File: config.mk
export PLATFORM = sky130hd
export DESIGN_NAME = product_accumulator
export DESIGN_NICKNAME = d
export VERILOG_FILES = /design/src/rtl/mac_pkg.sv /design/src/rtl/acc_ripple_adder.sv /design/src/rtl/full_adder.sv /design/src/rtl/product_accumulator.sv
export SDC_FILE = /design/constraint.sdc
export NUM_CORES = 1
export LEC_CHECK = 0
export ABC_AREA = 0
export CORE_MARGIN = 2
export CORE_UTILIZATION = 25
export DETAILED_ROUTE_END_ITERATION = 12
export GPL_TIMING_DRIVEN = 0
export PLACE_DENSITY_LB_ADDON = 0.12
export SETUP_SLACK_MARGIN = 0.05
export SLEW_MARGIN = 20
export SYNTH_ARGS = -nofsm -noshare
export SYNTH_HDL_FRONTEND = slang
export SYNTH_SLANG_ARGS = --single-unit
File: constraint.sdc
create_clock -name clk -period 6.1 [get_ports clk]
set_clock_uncertainty 0.1 [all_clocks]
set_input_delay 1.22 -clock clk [delete_from_list [all_inputs] [get_ports clk]]
set_output_delay 1.22 -clock clk [all_outputs]
set_load 0.03 [all_outputs]
File: src/rtl/mac_pkg.sv
// Shared definitions for the product accumulator: default widths and FSM state type.
package mac_pkg;

    // Default accumulator/result width (legal 9..32) and beat-counter width.
    localparam int unsigned ACC_W_DEF = 16;
    localparam int unsigned CNT_W_DEF = 8;

    // Width of one product beat from the 4x4 wallace_tree: {c_8, s[7:0]}.
    localparam int unsigned PROD_W = 9;

    // ACCUM: collecting beats; DONE: holding a finished result for the consumer.
    typedef enum logic {
        ACCUM = 1'b0,
        DONE  = 1'b1
    } mac_state_t;

endpackage

File: src/rtl/acc_ripple_adder.sv
// ACC_W-bit ripple-carry adder built from full_adder cells, carry-in tied to 0.
// Provides the accumulator sum and the carry out used for the sticky overflow.
module acc_ripple_adder #(
    parameter int unsigned ACC_W = mac_pkg::ACC_W_DEF
) (
    input  logic [ACC_W-1:0] a,
    input  logic [ACC_W-1:0] b,
    output logic [ACC_W-1:0] sum,
    output logic             cout
);

    logic [ACC_W:0] carry;

    assign carry[0] = 1'b0;
    assign cout     = carry[ACC_W];

    for (genvar i = 0; i < ACC_W; i++) begin : g_bit
        full_adder u_fa (
            .a    (a[i]),
            .b    (b[i]),
            .cin  (carry[i]),
            .s    (sum[i]),
            .cout (carry[i+1])
        );
    end

endmodule

File: src/rtl/full_adder.sv
// Single-bit full adder cell used to build the accumulator ripple chain.
module full_adder (
    input  logic a,
    input  logic b,
    input  logic cin,
    output logic s,
    output logic cout
);

    // Sum and majority carry.
    always_comb begin
        s    = a ^ b ^ cin;
        cout = (a & b) | (a & cin) | (b & cin);
    end

endmodule

File: src/rtl/product_accumulator.sv
// Multiply-accumulate back end: sums a burst of 9-bit products (valid/ready beats ending
// with in_last) and presents sum, saturating beat count and sticky overflow on a
// valid/ready result port until the consumer takes them.
module product_accumulator
    import mac_pkg::*;
#(
    parameter int unsigned ACC_W = ACC_W_DEF,
    parameter int unsigned CNT_W = CNT_W_DEF
) (
    input  logic               clk,
    input  logic               rst,
    input  logic               in_valid,
    output logic               in_ready,
    input  logic [PROD_W-1:0]  in_prod,
    input  logic               in_last,
    output logic               out_valid,
    input  logic               out_ready,
    output logic [ACC_W-1:0]   out_sum,
    output logic [CNT_W-1:0]   out_count,
    output logic               out_ovf
);

    localparam logic [CNT_W-1:0] CNT_MAX = '1;

    mac_state_t       state_q, state_d;
    logic [ACC_W-1:0] acc_q;
    logic [CNT_W-1:0] cnt_q;
    logic             ovf_q;

    logic [ACC_W-1:0] operand;
    logic [ACC_W-1:0] acc_sum;
    logic             acc_carry;
    logic [CNT_W-1:0] cnt_next;
    logic             accept;
    logic             handoff;

    // Zero-extend the product into the accumulator width.
    assign operand = ACC_W'(in_prod);

    acc_ripple_adder #(
        .ACC_W (ACC_W)
    ) u_adder (
        .a    (acc_q),
        .b    (operand),
        .sum  (acc_sum),
        .cout (acc_carry)
    );

    // Handshake strobes and saturating beat increment; ready/valid depend on state only.
    always_comb begin
        in_ready  = (state_q == ACCUM);
        out_valid = (state_q == DONE);
        accept    = in_valid && in_ready;
        handoff   = out_valid && out_ready;
        cnt_next  = (cnt_q == CNT_MAX) ? cnt_q : cnt_q + CNT_W'(1);
    end

    // Next-state: close the burst on an accepted last beat, reopen on result handoff.
    always_comb begin
        state_d = state_q;
        unique case (state_q)
            ACCUM:   if (accept && in_last) state_d = DONE;
            DONE:    if (handoff)           state_d = ACCUM;
            default:                        state_d = ACCUM;
        endcase
    end

    // State and accumulator registers; reset overrides every handshake.
    always_ff @(posedge clk) begin
        if (rst) begin
            state_q <= ACCUM;
            acc_q   <= '0;
            cnt_q   <= '0;
            ovf_q   <= 1'b0;
        end else begin
            state_q <= state_d;
            if (accept) begin
                acc_q <= acc_sum;
                cnt_q <= cnt_next;
                ovf_q <= ovf_q | acc_carry;
            end else if (handoff) begin
                acc_q <= '0;
                cnt_q <= '0;
                ovf_q <= 1'b0;
            end
        end
    end

    // Result port is the accumulator registers themselves.
    always_comb begin
        out_sum   = acc_q;
        out_count = cnt_q;
        out_ovf   = ovf_q;
    end

endmodule

==> flow_summary.json <==
{
  "hp-class": "reg -> reg",
  "drc": 0,
  "p_int_w": 0.0002925,
  "ys_types": 34,
  "ys_async_sr_fraction_pct": 0,
  "path_cells": "dlymetal6s2s_1 > ha_2 > inv_2 > fa_2 > fa_2 > fa_2 > fa_2 > fa_2 > fa_2 > fa_2 > fa_2 > inv_2 > ha_4 > ha_4 > ha_4 > ha_4 > ha_4 > ha_2 > ha_1 > a22oi_1 > nor2_1",
  "reg2reg_from": "out_sum[0]$_SDFFE_PP0P_",
  "root_buffer": "clkbuf_8",
  "rr_endpoint": "out_sum[15]$_SDFFE_PP0P_",
  "drt_iter0_drc": 101,
  "dp_cells": 289,
  "synth_fp_nets": 206,
  "chipHeight_um": 82.11,
  "syn_area_per_cell_um2": 8.716,
  "grt-ovfl-total": 0,
  "initial_core_util_pct": 25.76,
  "synth_cells": 175,
  "worstSetupPathType": "in -> reg",
  "hold_viol_final": 0,
  "synth_edf_count": 0,
  "drive_gt1_share_pct": 20.64,
  "pwr-share-seq_pct": 45.0,
  "startpoint_type": "input pin",
  "worst_setup_path_end_kind": "flop",
  "fmax_mhz": 176.7,
  "crit_path_max_fanout": 1,
  "hold_path_depth": 2,
  "slew_headroom_pct": 68.58,
  "p_sw_w": 0.0001243,
  "grt_max_degree": 15,
  "ir_drop_uv": 81.64,
  "tightest_slew_ns": 0.4712,
  "period_share_pct": 92.80,
  "core_area_um2": 5921,
  "instances_no_fill": 293,
  "vias": 1280,
  "rr_worst_depth": 20,
  "gp_congestion": 0.7288,
  "numPortBuffers": 39,
  "slowest_stage": "fa_2",
  "grt_setup_unrepaired": "no",
  "drv_slew": 0,
  "cpLargestDelayFamily": "adder cells",
  "wl_mm": 3.404,
  "grtUsageTotal_pct": 10.83,
  "drtAntennaViolNets": 0,
  "layout_common_cells": "37 x clkdlybuf4s50_1, 28 x nor2_1, 26 x dfxtp_1",
  "finalSetupViolCount": 0,
  "yosys_register_bits": 26,
  "area.growth.synth_to_final_pct": 41.43,
  "ys.flop_type": "dfxtp_1",
  "hold_buffers": 0,
  "tritoncts": "built",
  "swShare_pct": 29.83,
  "nets": 250,
  "dr.pass1.iters": 4,
  "grt_antenna_before_repair": 0,
  "fin_crit_ns": 5.661,
  "placementRows": 28,
  "hold_end": "out_ovf$_SDFFE_PP0P_",
  "crit_required_ns": 6.15,
  "die_width_um": 82.11,
  "mostFrequentLayoutCell": "clkdlybuf4s50_1",
  "wl_per_cell_um": 11.62,
  "crit_path_max_incr_delay_ns": 0.38,
  "h-tree-depth": 1,
  "viasPerCell": 4.369,
  "status": "completed",
  "hpwlAfterDp_mm": 2.581,
  "critical_path_arrival_ns": 5.71,
  "cp_common_cell": "fa_2",
  "r2r_slack_ns": 1.08,
  "synth_warnings": 0,
  "p_leak_nw": 0.8165,
  "cts_buffers": 3,
  "pin_count": 41,
  "clk_path_buf_depth": 2,
  "die-area_um2": 6741,
  "synth_area_um2": 1525,
  "crit_buf_inv": 3,
  "hold_path_startpoint": "out_ovf$_SDFFE_PP0P_",
  "ys_seq_area_share_pct": 34.13,
  "power.density_nw_per_um2": 193.2,
  "clk-insertion-delay-late_ns": 0.27,
  "diodes": 0,
  "power_frac_comb_pct": 28.0,
  "path_clk_slew_ns": 0.09,
  "grt_pass1_vias": 1210,
  "clkPwrFrac_pct": 27.1,
  "clock_sinks": 26,
  "finalPower_w": 0.0004168,
  "drv_cap": 0,
  "postCtsSetupBuffers": 0,
  "grt_first_pass_wirelength_mm": 5.678
}
-- Yosys cell counts (2+ instances only) --
library cell,count,share of area (%)
nor2_1,28,6.9
dfxtp_1,26,34
inv_1,19,4.7
buf_4,17,8.4
a21oi_1,12,3.9
a22oi_1,9,4.4
ha_1,9,7.4
fa_1,8,11
nand3_1,8,2.6
a31oi_1,4,1.6
nand2_1,4,0.98
nand4_1,3,1.2
o21ai_0,3,0.98
or3_1,3,1.2
buf_6,2,1.5
clkbuf_1,2,0.49
-- power groups by stage --
stage | clock network (W) | registers (W) | logic (W)
finish | 0.000113 | 0.000187 | 0.000117
global route | 0.000126 | 0.000189 | 0.000133
CTS | 0.000119 | 0.000187 | 0.000117
detailed placement | 0 | 0.000191 | 0.000116
global placement | 0 | 0.000191 | 0.000115
floorplan | 0 | 0.000192 | 0.0000751
-- registers in the layout, summed over array words and instances (netlist names) --
name       flops
out_valid      1
out_ovf        1
out_count      8
out_sum       16
-- layout make-up --
class | instances | area [um^2]
plain buffers | 23 | 166.4
clock buffers | 4 | 55.05
fillers | 646 | 3764
inverters | 19 | 71.32
multi-input cells | 107 | 854.6
flip-flops and latches | 26 | 520.5
well taps | 75 | 93.84
repair buffers | 39 | 395.4
-- logic make-up after synthesis --
kind of cell | Yosys count | synth area share (%)
adders and majority gates | 17 | 17.88
buffers and inverters | 42 | 15.59
DFF | 26 | 34.13
xor gates and xnor gates | 1 | 0.5743
AOI/OAI and AO/OA | 36 | 15.91
and+or+nand+nor | 53 | 15.92
-- routing by layer --
metal,vias to the layer above,GRT usage (%),wire length (um),share of wire (%)
met5,-,0,0,0
met4,0,1.500,13,0.38
met3,2,2.935,188,5.5
met2,30,17.32,1535,45
met1,591,14.94,1667,49
li1,657,-,-,-
-- per-stage QoR --
step / area (um^2) / TNS (ns) / hold WS (ns) / setup WS [ns] / util, %
floorplan: 1533 / 0 / 0.3778 / 0.07758 / -
finish: 2157 / 0 / 0.4193 / 0.4391 / 36.43
global placement: 2017 / -2.180 / 0.4056 / -0.6312 / 34.07
CTS: 2082 / 0 / 0.4327 / 0.06905 / 35.16
global route: 2157 / 0 / 0.4680 / 0.2158 / 36.43
detailed placement: 2017 / -2.266 / 0.4090 / -0.6446 / 34.07
-- worst reg2reg max path, cell delays in order (launching register included) --
cell,delay (ns)
dfxtp_1,0.38
ha_2,0.19
inv_2,0.04
fa_2,0.36
fa_2,0.36
fa_2,0.35
fa_2,0.37
fa_2,0.37
fa_2,0.38
fa_2,0.37
fa_2,0.34
inv_2,0.08
ha_4,0.13
ha_4,0.13
ha_4,0.12
ha_4,0.12
ha_4,0.11
ha_2,0.15
ha_1,0.21
a22oi_1,0.18
nor2_1,0.05
-- timing repair --
item | in CTS | in global routing
setup endpoints to repair | 4 | 2
resized for setup | 4 | 18
pin swaps | 6 | 9
-- how the worst max path moves through the flow --
stage / slack (ns) / from / depth (start not counted) / to
6_report: 0.44 / in_prod[0] / 21 / out_sum[15]$_SDFFE_PP0P_
5_1_grt: 0.22 / in_prod[0] / 21 / out_sum[15]$_SDFFE_PP0P_
4_1_cts: 0.07 / in_prod[0] / 21 / out_sum[15]$_SDFFE_PP0P_
3_5_place_dp: -0.64 / in_prod[0] / 21 / out_sum[15]$_SDFFE_PP0P_
3_3_place_gp: -0.63 / in_prod[0] / 21 / out_sum[15]$_SDFFE_PP0P_
2_1_floorplan: 0.08 / in_prod[0] / 20 / out_sum[15]$_SDFFE_PP0P_
Power figures use the tool's default switching activity.
